`config.mk`:
```
export PLATFORM = sky130hd
export DESIGN_NAME = life_gen_sequencer
export DESIGN_NICKNAME = d
export VERILOG_FILES = /design/src/rtl/life_gen_sequencer.sv
export SDC_FILE = /design/constraint.sdc
export NUM_CORES = 1
export LEC_CHECK = 0
export ABC_CLOCK_PERIOD_IN_PS = 4220
export CORE_MARGIN = 4
export CORE_UTILIZATION = 53
export CTS_CLUSTER_DIAMETER = 60
export DETAILED_ROUTE_END_ITERATION = 6
export PLACE_DENSITY_LB_ADDON = 0.1
export SLEW_MARGIN = 30
export SYNTH_ARGS = -nofsm -noshare
export SYNTH_HDL_FRONTEND = slang
export SYNTH_SLANG_ARGS = --single-unit
```
`constraint.sdc`:
```
create_clock -name clk_i -period 4.22 [get_ports clk_i]
set_input_delay 0.844 -clock clk_i [delete_from_list [all_inputs] [get_ports clk_i]]
set_output_delay 0.844 -clock clk_i [all_outputs]
set_load 0.1 [all_outputs]
```
`src/rtl/life_gen_sequencer.sv`:
```
// Purpose: raster-sweeps a GRID_W x GRID_H grid once per generation and then flips the ping-pong buffer.
// Latency: first address one cycle after start; SWAP follows the final writeback edge, so one generation takes cells+1 cycles at best.
// Backpressure: addr_valid/addr_ready; the address holds while ready is low, and DRAIN waits for outstanding writebacks.
module life_gen_sequencer #(
    parameter int GRID_W   = 64,
    parameter int GRID_H   = 48,
    parameter int X_BITS   = 6,
    parameter int Y_BITS   = 6,
    parameter int GEN_BITS = 16,
    parameter int CNT_BITS = 12
) (
    input  logic                clk_i,
    input  logic                rst_ni,
    input  logic                step_i,
    input  logic                run_i,
    output logic                busy_o,
    output logic [X_BITS-1:0]   addr_x_o,
    output logic [Y_BITS-1:0]   addr_y_o,
    output logic                addr_valid_o,
    input  logic                addr_ready_i,
    output logic                addr_last_o,
    input  logic                wb_valid_i,
    output logic                buf_sel_o,
    output logic [GEN_BITS-1:0] generation_o,
    output logic                gen_done_o,
    output logic                err_o
);

    localparam logic [X_BITS-1:0]   X_MAX = X_BITS'(GRID_W - 1);
    localparam logic [Y_BITS-1:0]   Y_MAX = Y_BITS'(GRID_H - 1);
    localparam logic [CNT_BITS-1:0] CELLS = CNT_BITS'(GRID_W * GRID_H);

    typedef enum logic [1:0] {
        IDLE  = 2'd0,
        SWEEP = 2'd1,
        DRAIN = 2'd2,
        SWAP  = 2'd3
    } state_e;

    state_e              state_q, state_d;
    logic [X_BITS-1:0]   x_q, x_d;
    logic [Y_BITS-1:0]   y_q, y_d;
    logic [CNT_BITS-1:0] cnt_q, cnt_d;
    logic [GEN_BITS-1:0] gen_q, gen_d;
    logic                pending_q, pending_d;
    logic                buf_sel_q, buf_sel_d;
    logic                err_q, err_d;

    logic                at_last;
    logic                accept;
    logic                wb_take;
    logic                wb_stray;
    logic [CNT_BITS-1:0] cnt_inc;

    // Qualify the handshake and decide whether this cycle's writeback is counted or is an error.
    always_comb begin
        at_last  = (x_q == X_MAX) && (y_q == Y_MAX);
        accept   = (state_q == SWEEP) && addr_ready_i;
        wb_take  = wb_valid_i && ((state_q == SWEEP) || (state_q == DRAIN)) && (cnt_q != CELLS);
        wb_stray = wb_valid_i && !wb_take;
        cnt_inc  = cnt_q + {{(CNT_BITS-1){1'b0}}, wb_take};
    end

    // Next-state logic: sweep addresses, count writebacks, and complete the generation in SWAP.
    always_comb begin
        state_d   = state_q;
        x_d       = x_q;
        y_d       = y_q;
        cnt_d     = cnt_q;
        gen_d     = gen_q;
        buf_sel_d = buf_sel_q;
        // A step that arrives mid-generation is remembered; repeats collapse into one request.
        pending_d = pending_q | (step_i & (state_q != IDLE));
        err_d     = err_q | wb_stray;

        case (state_q)
            IDLE: begin
                if (step_i || run_i || pending_q) begin
                    state_d   = SWEEP;
                    pending_d = 1'b0;
                end
            end
            SWEEP: begin
                cnt_d = cnt_inc;
                if (accept) begin
                    if (at_last) begin
                        x_d = '0;
                        y_d = '0;
                        // Zero-latency rule engines deliver the final writeback on the last accept.
                        state_d = (cnt_inc == CELLS) ? SWAP : DRAIN;
                    end else if (x_q == X_MAX) begin
                        x_d = '0;
                        y_d = y_q + 1'b1;
                    end else begin
                        x_d = x_q + 1'b1;
                    end
                end
            end
            DRAIN: begin
                cnt_d = cnt_inc;
                if (cnt_inc == CELLS) begin
                    state_d = SWAP;
                end
            end
            SWAP: begin
                buf_sel_d = ~buf_sel_q;
                gen_d     = gen_q + 1'b1;
                cnt_d     = '0;
                if (run_i || pending_q) begin
                    state_d   = SWEEP;
                    pending_d = 1'b0;
                end else begin
                    state_d = IDLE;
                end
            end
            default: begin
                state_d = IDLE;
            end
        endcase
    end

    // State registers; reset aborts any generation in flight, including buffer select and count.
    always_ff @(posedge clk_i or negedge rst_ni) begin
        if (!rst_ni) begin
            state_q   <= IDLE;
            x_q       <= '0;
            y_q       <= '0;
            cnt_q     <= '0;
            gen_q     <= '0;
            pending_q <= 1'b0;
            buf_sel_q <= 1'b0;
            err_q     <= 1'b0;
        end else begin
            state_q   <= state_d;
            x_q       <= x_d;
            y_q       <= y_d;
            cnt_q     <= cnt_d;
            gen_q     <= gen_d;
            pending_q <= pending_d;
            buf_sel_q <= buf_sel_d;
            err_q     <= err_d;
        end
    end

    // Outputs are decoded from registered state only; no input reaches an output combinationally.
    assign busy_o       = (state_q != IDLE);
    assign addr_valid_o = (state_q == SWEEP);
    assign addr_last_o  = (state_q == SWEEP) && at_last;
    assign addr_x_o     = x_q;
    assign addr_y_o     = y_q;
    assign gen_done_o   = (state_q == SWAP);
    assign buf_sel_o    = buf_sel_q;
    assign generation_o = gen_q;
    assign err_o        = err_q;

endmodule
```
==> summary.txt, run 1 <==
Detailed routing
  • 1st-iter DRT viols: approximately 120
  • DRT Wirelength: approximately 4700 um
  • DRC viols: 0
  • Via count: 1915
  • DR pass1 iterations: 4
  • DR WL/cell: about 14 um
  • Remaining antenna violation count: 0
  • Vias per std cell: 5.58

STA
  • Fmax: roughly 0.3 GHz
  • Period utilization: between 70 and 80%
  • Endpoints failing setup: 0
  • Slew @ Worst Pin: ~0.99 ns
  • RSZ-0062 raised after global routing: false
  • Setup ws final: 0.882 ns
  • Final min period: ~3.3 ns
  • Setup TNS: 0 ns
  • Final Slew Violations: 0
  • Max_slew headroom: about a third
  • Final Skew: 0.00633 ns
  • Hold Violations, Final: 0

Finish
  • Area growth syn-to-layout: 20.3%
  • Final Util: 66.6%
  • Layout cells sized above 1: about 6.5%
  • Final Cell Area: approximately 2900 sq um
  • Nets: ~310
  • # diodes: 0

CTS
  • CTS H-tree lvls: 2
  • Sink Count: 45
  • Clock Tree Buf Depth: 2
  • Postcts setup bufs: 0
  • Clk_lat worst skew: 0.29 ns
  • Worst-path clk slew: approximately 0.09 ns
  • CTS Hold Bufs: 0
  • CTS tree: yes
  • Post-CTS Resized: 0
  • Root buffer cell: clkbuf_8
  • Num CTS Buffers: 5

Synthesis
  • Synth warn: 0
  • Top cells by area, synth: dfrtp_1 (46%), xnor2_1 (5.4%), ha_1 (5.1%), nand2_1 (4.8%), xor2_1 (3.9%)
  • Register bit count reported by yosys: between 40 and 50
  • Syn avg cell area: 9.44 sq um
  • Yosys top cell by area: dfrtp_1
  • Synth Flop Type: dfrtp_1
  • Sequential-to-total area share from yosys stat: between 40% and 50%
  • Most instantiated cells after synthesis: dfrtp_1 (45), nand2_1 (31)
  • EDFF count, synth: 0
  • Most instantiated library cell after synthesis: dfrtp_1
  • Unique masters post-synth: 40
  • Cells after Synth: about 260
  • Asr flop ratio synth: 100%
  • Synthesized cell area: 2440 sq um
  • Net count after synthesis: about 280
  • Yosys top cell area share: 46.1%

Place
  • Dpl ws: ~0.66 ns
  • GP Congestion: 0.848
  • Dpl hpwl: roughly 3400 um
  • Placed cell areas: around 2800 sq um
  • Port buffer count: 39

Setup path
  • Reg2reg setup slack: roughly 0.88 ns
  • WP data arrival: around 3.5 ns
  • Worst setup SP type: flip-flop
  • Crit path max fanout: 9
  • R2r worst-path depth: 11
  • Crit end category: flip-flop
  • Crit Path Class: reg2reg
  • R2R Path End: state_q[1]
  • Reg2reg start: cnt_q[7]
  • Req. time, crit path: ~4.4 ns

Power and ir drop
  • VDD IR max: a little under 0.7 mV
  • Power Density: 730 nW/um^2
  • Final total power: 2150 uW
  • Leak: about 0.0013 uW

Outcome
  • Status: finished clean

Die
  • Std cell rows: 24
  • Die ar.: 5760 sq um
  • Die X: around 76 um
  • Core area: between 4000 and 5000 sq um
  • Initial Util: a little under three fifths
  • Boundary pin count: 40
  • Die height: 75.9 um

Worst hold path
  • Hold Crit Start: err_o
  • Hold Crit Depth: 1
  • Hold Crit Class: reg2reg
  • Hold EP: err_o

GRT
  • Vias in the first global route: between 1500 and 2000
  • Total track usage: 17.0%
  • Final global-route overflow total: 0
  • First-pass GRT wire length: between 8000 and 9000 um
  • Largest net degree at the start of global routing: 46
  • Initial antenna violation count: 0

Job
  • Total of max-cap violations: 0
-- cells in the final DEF, fill, tap and decap left out, types with 2 or more instances in the layout --
master / n
dfrtp_1: 45
clkdlybuf4s50_1: 36
nand2_1: 31
nor2_1: 15
nand3_1: 15
xnor2_1: 15
o21ai_0: 15
nor3_1: 13
a21oi_1: 13
nand4_1: 12
xor2_1: 11
and3_1: 10
ha_1: 10
inv_1: 5
clkbuf_8: 5
or2_2: 4
nor4_1: 3
buf_4: 3
nor2b_1: 2
nor3b_1: 2
mux2_2: 2
and2_1: 2
a22oi_1: 2
mux2i_1: 2
nand2b_1: 2
bufinv_16: 2
-- area by class of cell --
class                      instances  area, sq um
clock buffer                       5         68.8
clock inverter                     3         65.1
fill                             374         1470
inverter                           5         18.8
multi-input combinational        194         1210
sequential                        45         1130
tap                               52         65.1
timing repair buffer              39          383
-- worst max path at each step --
stage / startpoint / slack (ns) / to
floorplan: addr_x_o[0] / 0.38 / addr_last_o
global placement: wb_valid_i / 0.78 / state_q[1]
detailed placement: wb_valid_i / 0.66 / state_q[1]
CTS: cnt_q[7] / 0.93 / state_q[1]
global route: cnt_q[7] / 0.62 / state_q[1]
finish: cnt_q[7] / 0.88 / state_q[1]
-- stage by stage --
| stage | cells | hold WS [ns] |
|---|---|---|
| final | 343 | 0.465 |
| after global routing | 343 | 0.502 |
| after global placement | 335 | 0.444 |
| after floorplan | 259 | 0.478 |
| after detailed placement | 335 | 0.445 |
| after CTS | 343 | 0.469 |
-- critical path: stages (launching register included) --
cell and delay [ns]:
dfrtp_1 0.48, nor3b_1 0.35, nand4_1 0.19, and3_1 0.22, ha_1 0.23, ha_1 0.29
xor2_1 0.17, nor3_1 0.18, a22oi_1 0.10, a2111o_1 0.39, a221oi_2 0.27, mux2_1 0.34
-- kinds of logic (layout without fill, tap and decap cells) --
group                      after synthesis  in the layout  share of synthesized area (%)
buffers and inverters                   20             52                           4.50
xor gates and xnor gates                26             26                           9.31
muxes                                    5              5                           2.20
DFF                                     45             45                           46.1
and+or+nand+nor                        114            114                           23.2
adders and majority gates               10             10                           5.12
AOI/OAI and AO/OA                       39             39                           9.62
-- where the power goes --
group / total (uW) / switching (uW) / internal [uW] / leakage, uW
Clock: 380 / 145 / 235 / 0.0000681
Sequential: 716 / 174 / 542 / 0.000594
Combinational: 1050 / 745 / 305 / 0.000601
-- sequential cells by signal, summed over array words and instances (netlist names) --
| register | cells |
|---|---|
| err_o | 1 |
| state_q | 2 |
| buf_sel_o | 1 |
| addr_x_o | 6 |
| pending_q | 1 |
| addr_y_o | 6 |
| cnt_q | 12 |
| generation_o | 16 |
-- routing by layer --
layer  vias to the layer above  wire length [um]  GRT usage, %
li1                        961                 -             -
met1                       902              2340          23.5
met2                        46              2170          27.2
met3                         6               166          2.96
met5                         -                 0             0
met4                         0                46          5.16
Power figures use the tool's default switching activity.
==> inputs of run 2 (changes only) <==
ABC_CLOCK_PERIOD_IN_PS = 2950   (was 4220)
CORE_UTILIZATION = 48   (was 53)
clock period = 2.95 ns   (was 4.22 ns; I/O delays follow)
==> run 2 against run 1 <==
  * The run now ends with setup timing left
  * First-iteration DRC count is 20% lower
  * Via count increased by 10%
  * Sequential share of layout area decreased by 3.6 points
==> summary.txt, run 2 (same netlist as run 1, synthesis figures left out) <==
STA
  • Final Skew: ~0.0075 ns
  • Period utilization: 103%
  • Setup ws final: -0.0750 ns
  • RSZ-0062 raised after global routing: true
  • Setup TNS: -0.0750 ns
  • Final min period: about 3.0 ns
  • Max_slew headroom: between 40% and 50%
  • Hold Violations, Final: 0
  • Fmax: 0.331 GHz
  • Worst hold slack: between 0.2 and 0.3 ns
  • Slew @ Worst Pin: 0.841 ns
  • Endpoints failing setup: 1
  • Final Slew Violations: 0

Detailed routing
  • DR pass1 iterations: 4
  • DR WL/cell: approximately 14 um
  • DRC viols: 0
  • Via count: 2110
  • Remaining antenna violation count: 0
  • 1st-iter DRT viols: between 90 and 100
  • DRT Wirelength: roughly 5600 um
  • Vias per std cell: 5.26

Power and ir drop
  • Leak: about 0.0015 uW
  • VDD IR max: about 0.99 mV
  • Power Density: 990 nW/um^2
  • Final total power: 3220 uW

Place
  • Placed cell areas: around 3000 sq um
  • Port buffer count: 39
  • Dpl hpwl: 3930 um
  • GP Congestion: between 0.8 and 0.9

GRT
  • Initial antenna violation count: 0
  • Largest net degree at the start of global routing: 25
  • Final global-route overflow total: 0
  • First-pass GRT wire length: a little under 10000 um
  • Vias in the first global route: 2109
  • Total track usage: about 20%

Die
  • Std cell rows: 25
  • Die height: 79.4 um
  • Core area: slightly below 5000 sq um
  • Boundary pin count: 40
  • Initial Util: 50.8%
  • Die ar.: 6300 sq um
  • Die X: around 80 um

Outcome
  • Status: complete, but fails checks
  • Failing checks: setup timing

CTS
  • CTS H-tree lvls: 2
  • Root buffer cell: clkbuf_8
  • CTS tree: yes
  • Num CTS Buffers: 5
  • Sink Count: 45
  • Clock Tree Buf Depth: 2
  • Clk_lat worst skew: ~0.3 ns
  • Worst-path clk slew: approximately 0.080 ns

Setup path
  • Req. time, crit path: around 3.1 ns
  • Crit path max fanout: 4
  • Crit Path Class: reg2reg
  • Crit end category: flip-flop
  • Worst setup SP type: flip-flop
  • WP data arrival: approximately 3.2 ns

Finish
  • # diodes: 0
  • Nets: ~350
  • Commonest non-fill, non-tap cells in the layout: buf_4 (72), dfrtp_1 (41), nand2_1 (30)
  • Layout cells sized above 1: between 30% and 40%
  • Max reg flops: 16
  • Commonest non-fill, non-tap cell in the layout: buf_4
  • Area growth syn-to-layout: 33.2%
  • Final Cell Area: between 3000 and 4000 sq um

Worst hold path
  • Hold Crit Class: in2async

Job
  • Total of max-cap violations: 0
run 2: worst max-delay path: stages, from the launching register on:
cell	delay (ns)
dfrtp_1	0.40
nor4_2	0.26
nand4_1	0.17
and3_4	0.22
ha_4	0.17
buf_6	0.12
a211o_1	0.26
a21oi_2	0.12
o21ai_1	0.09
a2111o_1	0.43
a221oi_2	0.31
mux2_1	0.36
run 2: final timing paths:
| path | to | slack [ns] | depth (start not counted) | start |
|---|---|---|---|---|
| worst min-delay path | generation_o[14] | 0.26 | 1 | rst_ni |
| worst max-delay path | state_q[1] | -0.07 | 11 | cnt_q[0] |
| max in group asynchronous | cnt_q[5] | 2.10 | 2 | rst_ni |
| worst max register to register | state_q[1] | -0.07 | 11 | cnt_q[0] |
| worst min register to register | err_o | 0.47 | 1 | err_o |
| min in group clk_i | err_o | 0.47 | 1 | err_o |
run 2: per-layer routing:
metal | wire length (um) | global-route usage, % | up-vias
li1 | - | - | 1055
met1 | 2610 | 25.7 | 1005
met2 | 2660 | 31.8 | 42
met5 | 0 | 0 | -
met4 | 89 | 8.08 | 0
met3 | 240 | 3.95 | 8
run 2: where the power goes:
part	internal [uW]	leakage [uW]	total [uW]	switching, uW
clock	190	0.0000445	396	206
sequential	778	0.000588	925	146
combinational	621	0.000877	1900	1280
run 2: area by class of cell:
class / count / area (sq um)
Fill cell: 401 / 1560
Multi-Input combinational cell: 194 / 1290
Sequential cell: 45 / 1130
Timing Repair Buffer: 82 / 642
Clock buffer: 7 / 86.3
Tap cell: 67 / 83.8
Inverter: 5 / 18.8
Clock inverter: 1 / 7.51
run 2: repair_timing:
action                     in CTS  in global routing
hold endpoints to repair        0                  0
hold buffers                    0                  0
resized for setup               7                  8
setup endpoints to repair       2                  3
setup buffers                  16                  2
pin swaps                       5                 10
run 2: per-stage QoR:
step | util [%] | setup slack (ns) | cells
floorplan | - | 0.0211 | 259
global placement | 61.9 | -0.215 | 379
detailed placement | 61.9 | -0.336 | 379
CTS | 67.0 | -0.0304 | 403
global route | 67.6 | -0.214 | 401
finish | 67.6 | -0.0750 | 401
